$ cat config.mk
export PLATFORM = sky130hd
export DESIGN_NAME = psum_drain
export DESIGN_NICKNAME = d
export VERILOG_FILES = /design/src/rtl/psum_drain.sv
export SDC_FILE = /design/constraint.sdc
export NUM_CORES = 1
export LEC_CHECK = 0
export BUFFER_PORTS_ARGS = -buffer_cell sky130_fd_sc_hd__buf_2
export CAP_MARGIN = 40
export CORE_ASPECT_RATIO = 0.5
export CORE_UTILIZATION = 60
export CTS_CLUSTER_DIAMETER = 60
export DETAILED_ROUTE_END_ITERATION = 8
export MAX_ROUTING_LAYER = met4
export PLACE_DENSITY = 0.86
export SETUP_SLACK_MARGIN = 0.4
export SYNTH_ARGS = -nofsm -noshare
export SYNTH_HDL_FRONTEND = slang
export SYNTH_SLANG_ARGS = --single-unit
$ cat constraint.sdc
create_clock -name clk -period 9.2 [get_ports clk]
set_clock_uncertainty 0.15 [all_clocks]
set_input_delay 1.84 -clock clk [delete_from_list [all_inputs] [get_ports clk]]
set_output_delay 1.84 -clock clk [all_outputs]
set_load 0.1 [all_outputs]
$ cat src/rtl/psum_drain.sv
// PSUM SRAM read-out engine: streams a contiguous row range over valid/ready.
// A 2-entry skid buffer absorbs the one-cycle SRAM read latency under backpressure.
module psum_drain #(
   parameter int unsigned PsumBw = 16,
   parameter int unsigned Col    = 8,
   parameter int unsigned AddrBw = 11
) (
   input  logic                   clk,
   input  logic                   reset_n,
   input  logic                   start,
   input  logic [AddrBw-1:0]      base_addr,
   input  logic [AddrBw:0]        num_rows,
   output logic                   busy,
   output logic                   done,
   output logic                   sram_cen,
   output logic                   sram_wen,
   output logic [AddrBw-1:0]      sram_addr,
   input  logic [Col*PsumBw-1:0]  sram_q,
   output logic                   out_valid,
   input  logic                   out_ready,
   output logic [Col*PsumBw-1:0]  out_data,
   output logic                   out_last
);

   localparam int unsigned RowW = Col * PsumBw;
   localparam logic [AddrBw:0] CntOne = {{AddrBw{1'b0}}, 1'b1};

   typedef enum logic [1:0] {
      StIdle,
      StRun,
      StDrain
   } state_e;

   state_e              state_q, state_d;
   logic [AddrBw-1:0]   base_q, base_d;
   logic [AddrBw:0]     num_q, num_d;
   logic [AddrBw:0]     issued_q, issued_d;
   logic [AddrBw:0]     accepted_q, accepted_d;
   logic                inflight_q, inflight_d;
   logic                done_q, done_d;
   logic                zdone_q, zdone_d;

   logic [RowW-1:0]     buf_q [2];
   logic [RowW-1:0]     buf_d [2];
   logic                wr_ptr_q, wr_ptr_d;
   logic                rd_ptr_q, rd_ptr_d;
   logic [1:0]          fill_q, fill_d;

   logic                start_ok;
   logic                issue_room;
   logic                issue;
   logic                push;
   logic                pop;
   logic                head_last;

   // A start landing on a done pulse (either flavour) is dropped.
   assign start_ok  = start & (state_q == StIdle) & ~done_q & ~zdone_q;

   assign out_valid = (fill_q != 2'd0);
   assign pop       = out_valid & out_ready;
   assign push      = inflight_q;
   assign head_last = (accepted_q == (num_q - CntOne));

   // Issue only if the returning row still fits after this cycle's pop.
   assign issue_room = ({1'b0, fill_q} + {2'b00, inflight_q}) < (3'd2 + {2'b00, pop});
   assign issue      = (state_q == StRun) & (issued_q != num_q) & issue_room;

   always_comb begin
      state_d    = state_q;
      base_d     = base_q;
      num_d      = num_q;
      issued_d   = issued_q;
      accepted_d = accepted_q + {{AddrBw{1'b0}}, pop};
      inflight_d = issue;
      done_d     = 1'b0;
      zdone_d    = 1'b0;

      unique case (state_q)
         StIdle: begin
            if (start_ok) begin
               base_d     = base_addr;
               num_d      = num_rows;
               issued_d   = '0;
               accepted_d = '0;
               if (num_rows == '0) begin
                  zdone_d = 1'b1;
               end else begin
                  state_d = StRun;
               end
            end
         end
         StRun: begin
            if (issue) begin
               issued_d = issued_q + CntOne;
               if ((issued_q + CntOne) == num_q) begin
                  state_d = StDrain;
               end
            end
         end
         StDrain: begin
            if (pop && head_last) begin
               state_d = StIdle;
               done_d  = 1'b1;
            end
         end
         default: state_d = StIdle;
      endcase
   end

   // Skid buffer: sram_q is captured the cycle after each issue.
   always_comb begin
      buf_d    = buf_q;
      wr_ptr_d = wr_ptr_q ^ push;
      rd_ptr_d = rd_ptr_q ^ pop;
      fill_d   = fill_q + {1'b0, push} - {1'b0, pop};
      if (push) begin
         buf_d[wr_ptr_q] = sram_q;
      end
   end

   always_ff @(posedge clk or negedge reset_n) begin
      if (!reset_n) begin
         state_q    <= StIdle;
         base_q     <= '0;
         num_q      <= '0;
         issued_q   <= '0;
         accepted_q <= '0;
         inflight_q <= 1'b0;
         done_q     <= 1'b0;
         zdone_q    <= 1'b0;
         buf_q[0]   <= '0;
         buf_q[1]   <= '0;
         wr_ptr_q   <= 1'b0;
         rd_ptr_q   <= 1'b0;
         fill_q     <= 2'd0;
      end else begin
         state_q    <= state_d;
         base_q     <= base_d;
         num_q      <= num_d;
         issued_q   <= issued_d;
         accepted_q <= accepted_d;
         inflight_q <= inflight_d;
         done_q     <= done_d;
         zdone_q    <= zdone_d;
         buf_q      <= buf_d;
         wr_ptr_q   <= wr_ptr_d;
         rd_ptr_q   <= rd_ptr_d;
         fill_q     <= fill_d;
      end
   end

   // A zero-length request pulses done without ever reporting busy.
   assign busy      = (state_q != StIdle) | done_q;
   assign done      = done_q | zdone_q;
   assign sram_cen  = ~issue;
   assign sram_wen  = 1'b1;
   assign sram_addr = issue ? (base_q + issued_q[AddrBw-1:0]) : '0;
   assign out_data  = out_valid ? buf_q[rd_ptr_q] : '0;
   assign out_last  = out_valid & head_last;

endmodule

==> results.ini, run 1 <==
[outcome]
status=finished, final reports clean

[setup_path]
crit_required_ns=7.21
r2r-start=inflight_q
worstRegToRegCells=8
arrival_ns=4.69
r2r_end=issued_q[6]
crit_path_end=sram_addr[9]
end_kind=primary output
startpoint_type=input pin
critical_path.max_fanout=14
worstSetupStartpoint=out_ready
critPathKind=input pin to primary output
reg2reg_slack_ns=5.81

[clock_network]
insertion_delay_ns=0.56
h-tree-depth=1
clk_pin_slew_worst_paths_ns=0.07
clockBufferDepth=3
cts_hold_buf=0
post_cts_buffers=0
ctsResizeCount=0
cts_sinks=312
cts_tree=built
cts-root-buf=clkbuf_16
cts_buffers=28

[placed_design]
gp_congestion=0.911
portBuffers=298
post-dp-hpwl_mm=24.3

[timing]
final_max_slew_viol_count=0
hold_violations=0
finalSetupViolations=0
post-route-min-period_ns=6.68
finalSetupTns_ns=0
slew_headroom=0.362
rsz0062_at_grt=false
period_share=0.726
worst_pin_slew_ns=0.957
fmax_mhz=150

[yosys]
avgSynthCellArea_um2=11.9
ys_ff_latch=312
ys_seq_area_frac=0.520
yosys.area.top_type=dfrtp_1
syn_area_um2=15000
synth_edf_count=0
async_flop_share=1.00
synth_flop_cell=dfrtp_1
yosysUniqueCellTypes=53
yosysWarnings=0
synth_area_leaders=dfrtp_1, mux2_2, mux2i_1
synth_top_area_share=0.520
synth_cells=1264
synthesis.nets=1440

[global_routing]
grt_pass1_vias=11386
groute.usage.overall=0.292
antenna_found_initial=8
grt_overflow=0
grt_first_pass_wirelength_mm=57.8
grt_max_degree=130

[finish]
post_route_cells_drive_above_1_share=0.406
layout_common_cells=dfrtp_1, buf_2, mux2_2
multi_input_area_um2=6880
area_growth_pct=19.1
nNetsFinal=1709
fill_cells=1649
final_common_cell=dfrtp_1
seq_area_um2=7810

[floorplanning]
fp.dieW_um=226
rows=40
dieArea_um2=25700
die_y_um=114
core_um2=24300
io_pins=300
floorplan.initialDensity=0.619

[route]
first_pass_iters=5
routed_wl_mm=35.5
drt_iter0_markers=866
avgViaCountPerCell=5.64
wl_per_cell_um=18.7
vias=10713
drc=0
final_antenna_net_count=0

[min_path]
worstHoldStart=base_q[0]
hold_path_class=flop to flop
whs_path_depth=2

[run]
drv_cap=0

-- synth_stat cells, drive strengths merged (2+ instances only) --
library cell / n
and3: 3
ha: 20
nor2: 172
and2: 7
nor3b: 2
o2111ai: 2
nand4: 10
a311oi: 2
or2: 3
nand2b: 2
a21o: 3
dfrtp: 312
nor3: 15
or4: 5
o21ai: 14
mux2: 257
nor4b: 3
o31ai: 3
nor4: 9
or3: 2
clkbuf: 62
or4b: 2
nand2: 82
o41ai: 4
o211ai: 2
inv: 15
xor2: 27
nand3: 12
and4: 4
xnor2: 37
mux2i: 131
a21oi: 11
buf: 16
-- final cells by class --
type / count / share of cell area
clock inverter: 15 / 0.00944
timing repair buffer: 317 / 0.0987
clock buffer: 37 / 0.0427
inverter: 15 / 0.00315
multi-input combinational: 859 / 0.385
sequential: 312 / 0.437
tap: 336 / 0.0235
antenna: 9 / 0.00126
-- flip-flops by register name, indices dropped and copies added, names as in the netlist, 2 cells and up --
signal / count
base_q: 11
num_q: 12
fill_q: 2
accepted_q: 12
buf_q: 256
issued_q: 12
state_q: 2
-- metal layers --
layer	GRT usage	vias up	routed length, um	part of all wire
met3	0.0569	104	1550	0.044
met5	-	-	0	0
li1	-	4922	-	-
met2	0.489	276	18100	0.51
met4	0.130	0	1410	0.040
met1	0.345	5411	14500	0.41
-- worst max-delay path: stages --
cell and delay [ns]:
buf_2 0.09, o21ai_0 0.21, o21ai_0 0.25, or4b_2 0.75
or2_2 0.47, inv_1 0.26, o211ai_1 0.14, a311oi_1 0.22
buf_2 0.47
-- worst min path at each step --
stage                      end  slack, ns
CTS                  base_q[0]       0.34
finish               base_q[0]       0.33
detailed placement   base_q[0]       0.32
global route        buf_q[101]       0.36
floorplan            base_q[0]       0.30
global placement     base_q[0]       0.32
-- cells by family after synthesis --
| family | Yosys count | synth area share |
|---|---|---|
| buffers and inverters | 93 | 0.0242 |
| AND/OR/NAND/NOR | 337 | 0.0996 |
| flip-flops | 312 | 0.520 |
| XOR/XNOR | 64 | 0.0373 |
| multiplexers | 388 | 0.280 |
| adder cells (fa/ha/maj) | 21 | 0.0180 |
| other | 1 | 0.000250 |
| AO/OA/AOI/OAI | 48 | 0.0209 |
-- stage by stage --
stage / utilization / instances / setup WS (ns) / hold slack, ns / area, um2
floorplan: - / 1264 / 0.909 / 0.302 / 15000
global placement: 0.690 / 1831 / 2.69 / 0.320 / 16800
detailed placement: 0.698 / 1839 / 2.55 / 0.322 / 16900
CTS: 0.736 / 1891 / 2.55 / 0.339 / 17900
global route: 0.737 / 1899 / 2.39 / 0.363 / 17900
finish: 0.737 / 1900 / 2.52 / 0.334 / 17900
Power of run 1 is left out: the tool's default activity adds up to more than one toggle a clock period on the data nets, which glitch-free logic cannot reach.
==> run 2, diff against run 1 <==
--- a/config.mk
+++ b/config.mk
@@ -8,11 +8,11 @@
 export BUFFER_PORTS_ARGS = -buffer_cell sky130_fd_sc_hd__buf_2
 export CAP_MARGIN = 40
 export CORE_ASPECT_RATIO = 0.5
-export CORE_UTILIZATION = 60
+export CORE_UTILIZATION = 56
 export CTS_CLUSTER_DIAMETER = 60
 export DETAILED_ROUTE_END_ITERATION = 8
 export MAX_ROUTING_LAYER = met4
-export PLACE_DENSITY = 0.86
+export PLACE_DENSITY = 0.81
 export SETUP_SLACK_MARGIN = 0.4
 export SYNTH_ARGS = -nofsm -noshare
 export SYNTH_HDL_FRONTEND = slang
==> constraint.sdc (replaced) <==
create_clock -name clk -period 6.57 [get_ports clk]
set_clock_uncertainty 0.15 [all_clocks]
set_input_delay 1.314 -clock clk [delete_from_list [all_inputs] [get_ports clk]]
set_output_delay 1.314 -clock clk [all_outputs]
set_load 0.1 [all_outputs]
==> run 2 against run 1 <==
  * The run now ends with design-rule violations left
  * Via count decreased by 1.2%
  * Sequential share of layout area increased by 0.092 points
  * Worst hold slack improved by 0.0061 ns
  * Cell area decreased by 0.21%
  * Flip-flop and latch count unchanged
  * Critical path depth unchanged
  * Register-to-register slack got worse by 2.7 ns
  * Highest routed layer unchanged
==> results.ini, run 2 (synthesis results as in run 1) <==
[route]
first_pass_iters=7
routed_wl_mm=35.2
final_antenna_net_count=0
wl_met3_mm=1.30
routed-wl-met2_mm=18.3
avgViaCountPerCell=5.56
drc=6
met1_length_mm=14.3
topRoutingLayerUsed=met4
drt_iter0_markers=610
vias=10589
wl_per_cell_um=18.5

[setup_path]
crit_cells=9
reg2reg_slack_ns=3.13
path_cells=buf_2 -> o21ai_0 -> o21ai_0 -> or4b_2 -> or2_2 -> inv_1 -> o211ai_1 -> a311oi_2 -> buf_2
crit_required_ns=5.11
cp_num_buf_inv=3
critical_path.max_fanout=14
end_kind=primary output
critPathKind=input pin to primary output
startpoint_type=input pin
worstRegToRegCells=8
arrival_ns=4.27
slowest_delay_ns=0.76
critPathSlowestCell=or4b_2
path_delay_family=simple AND/OR/NAND/NOR gates

[global_routing]
grt_first_pass_wirelength_mm=57.1
grt_pass1_vias=11060
grt_overflow=0
antenna_found_initial=12
groute.usage.overall=0.267
grt_max_degree=127

[clock_network]
cts_sinks=312
clockBufferDepth=3
ctsResizeCount=0
cts_tree=built
h-tree-depth=1
cts-root-buf=clkbuf_16
clk_pin_slew_worst_paths_ns=0.07
cts_hold_buf=0
cts_buffers=28
insertion_delay_ns=0.55
post_cts_buffers=0

[finish]
nNetsFinal=1704
final_common_cell=dfrtp_1
largest_register=buf_q
area_growth_pct=18.9
largest_reg_flops=256
post_route_cells_drive_above_1_share=0.402
fill_cells=1908
layout_common_cells=dfrtp_1, buf_2, mux2_2

[timing]
finalSetupViolations=0
period_share=0.873
worst_pin_slew_ns=0.932
hold_violations=0
finalSetupTns_ns=0
slew_headroom=0.379
rsz0062_at_grt=false
post-route-min-period_ns=5.74
fmax_mhz=174
final_max_slew_viol_count=0

[min_path]
whs_path_depth=2
hold_path_class=flop to flop

[placed_design]
portBuffers=298
gp_congestion=0.923
post-dp-hpwl_mm=24.0

[floorplanning]
rows=41
core_um2=25800
die_y_um=118
dieArea_um2=27500
fp.dieW_um=234
floorplan.initialDensity=0.583
io_pins=300

[outcome]
violations=design-rule violations
status=finished with violations

[run]
drv_cap=0

run 2: cell count changes in the layout (fill, tap and decap cells not counted), moves of 3 or more:
cell,previous run,this run
clkinv_2,8,2
clkbuf_1,6,10
clkbuf_8,3,7
buf_4,11,8
clkinvlp_4,3,0
diode_2,9,12
run 2: path summary, 6_finish.rpt:
| kind | startpoint | endpoint |
|---|---|---|
| max in group asynchronous | reset_n | buf_q[193] |
| min | base_q[5] | base_q[5] |
| max reg2reg | inflight_q | issued_q[6] |
| max | out_ready | sram_addr[9] |
| min in group asynchronous | reset_n | buf_q[115] |
| min reg2reg | base_q[5] | base_q[5] |
run 2: through the flow:
stage	cell area, um2	hold WS [ns]	setup slack, ns	cells	utilization
2_1_floorplan	15000	0.302	0.182	1264	-
3_3_place_gp	16800	0.320	0.979	1838	0.652
3_5_place_dp	16900	0.329	0.859	1842	0.656
4_1_cts	17800	0.346	0.853	1892	0.692
5_1_grt	17900	0.364	0.680	1904	0.693
6_report	17900	0.340	0.833	1904	0.693
run 2: final cells by class:
cell class	count	area, um2	share of cell area
Antenna cell	12	30.0	0.00168
Clock buffer	45	835	0.0467
Clock inverter	5	86.3	0.00483
Inverter	15	56.3	0.00315
Multi-Input combinational cell	859	6900	0.386
Sequential cell	312	7810	0.437
Tap cell	344	430	0.0241
Timing Repair Buffer	312	1710	0.0959
run 2: worst register-to-register path, cell delays in order (launching register included):
cell and delay (ns):
dfrtp_1 0.48, ha_1 0.24, ha_1 0.26, o21ai_0 0.10, or4b_2 0.76, or2_2 0.49
inv_1 0.29, mux2_2 0.37, a21o_1 0.19
run 2: routing by layer:
metal / track usage / vias up
li1: - / 4914
met2: 0.455 / 233
met3: 0.0422 / 86
met4: 0.104 / 0
met1: 0.320 / 5356
met5: - / -
Power of run 2 is left out for the same reason.
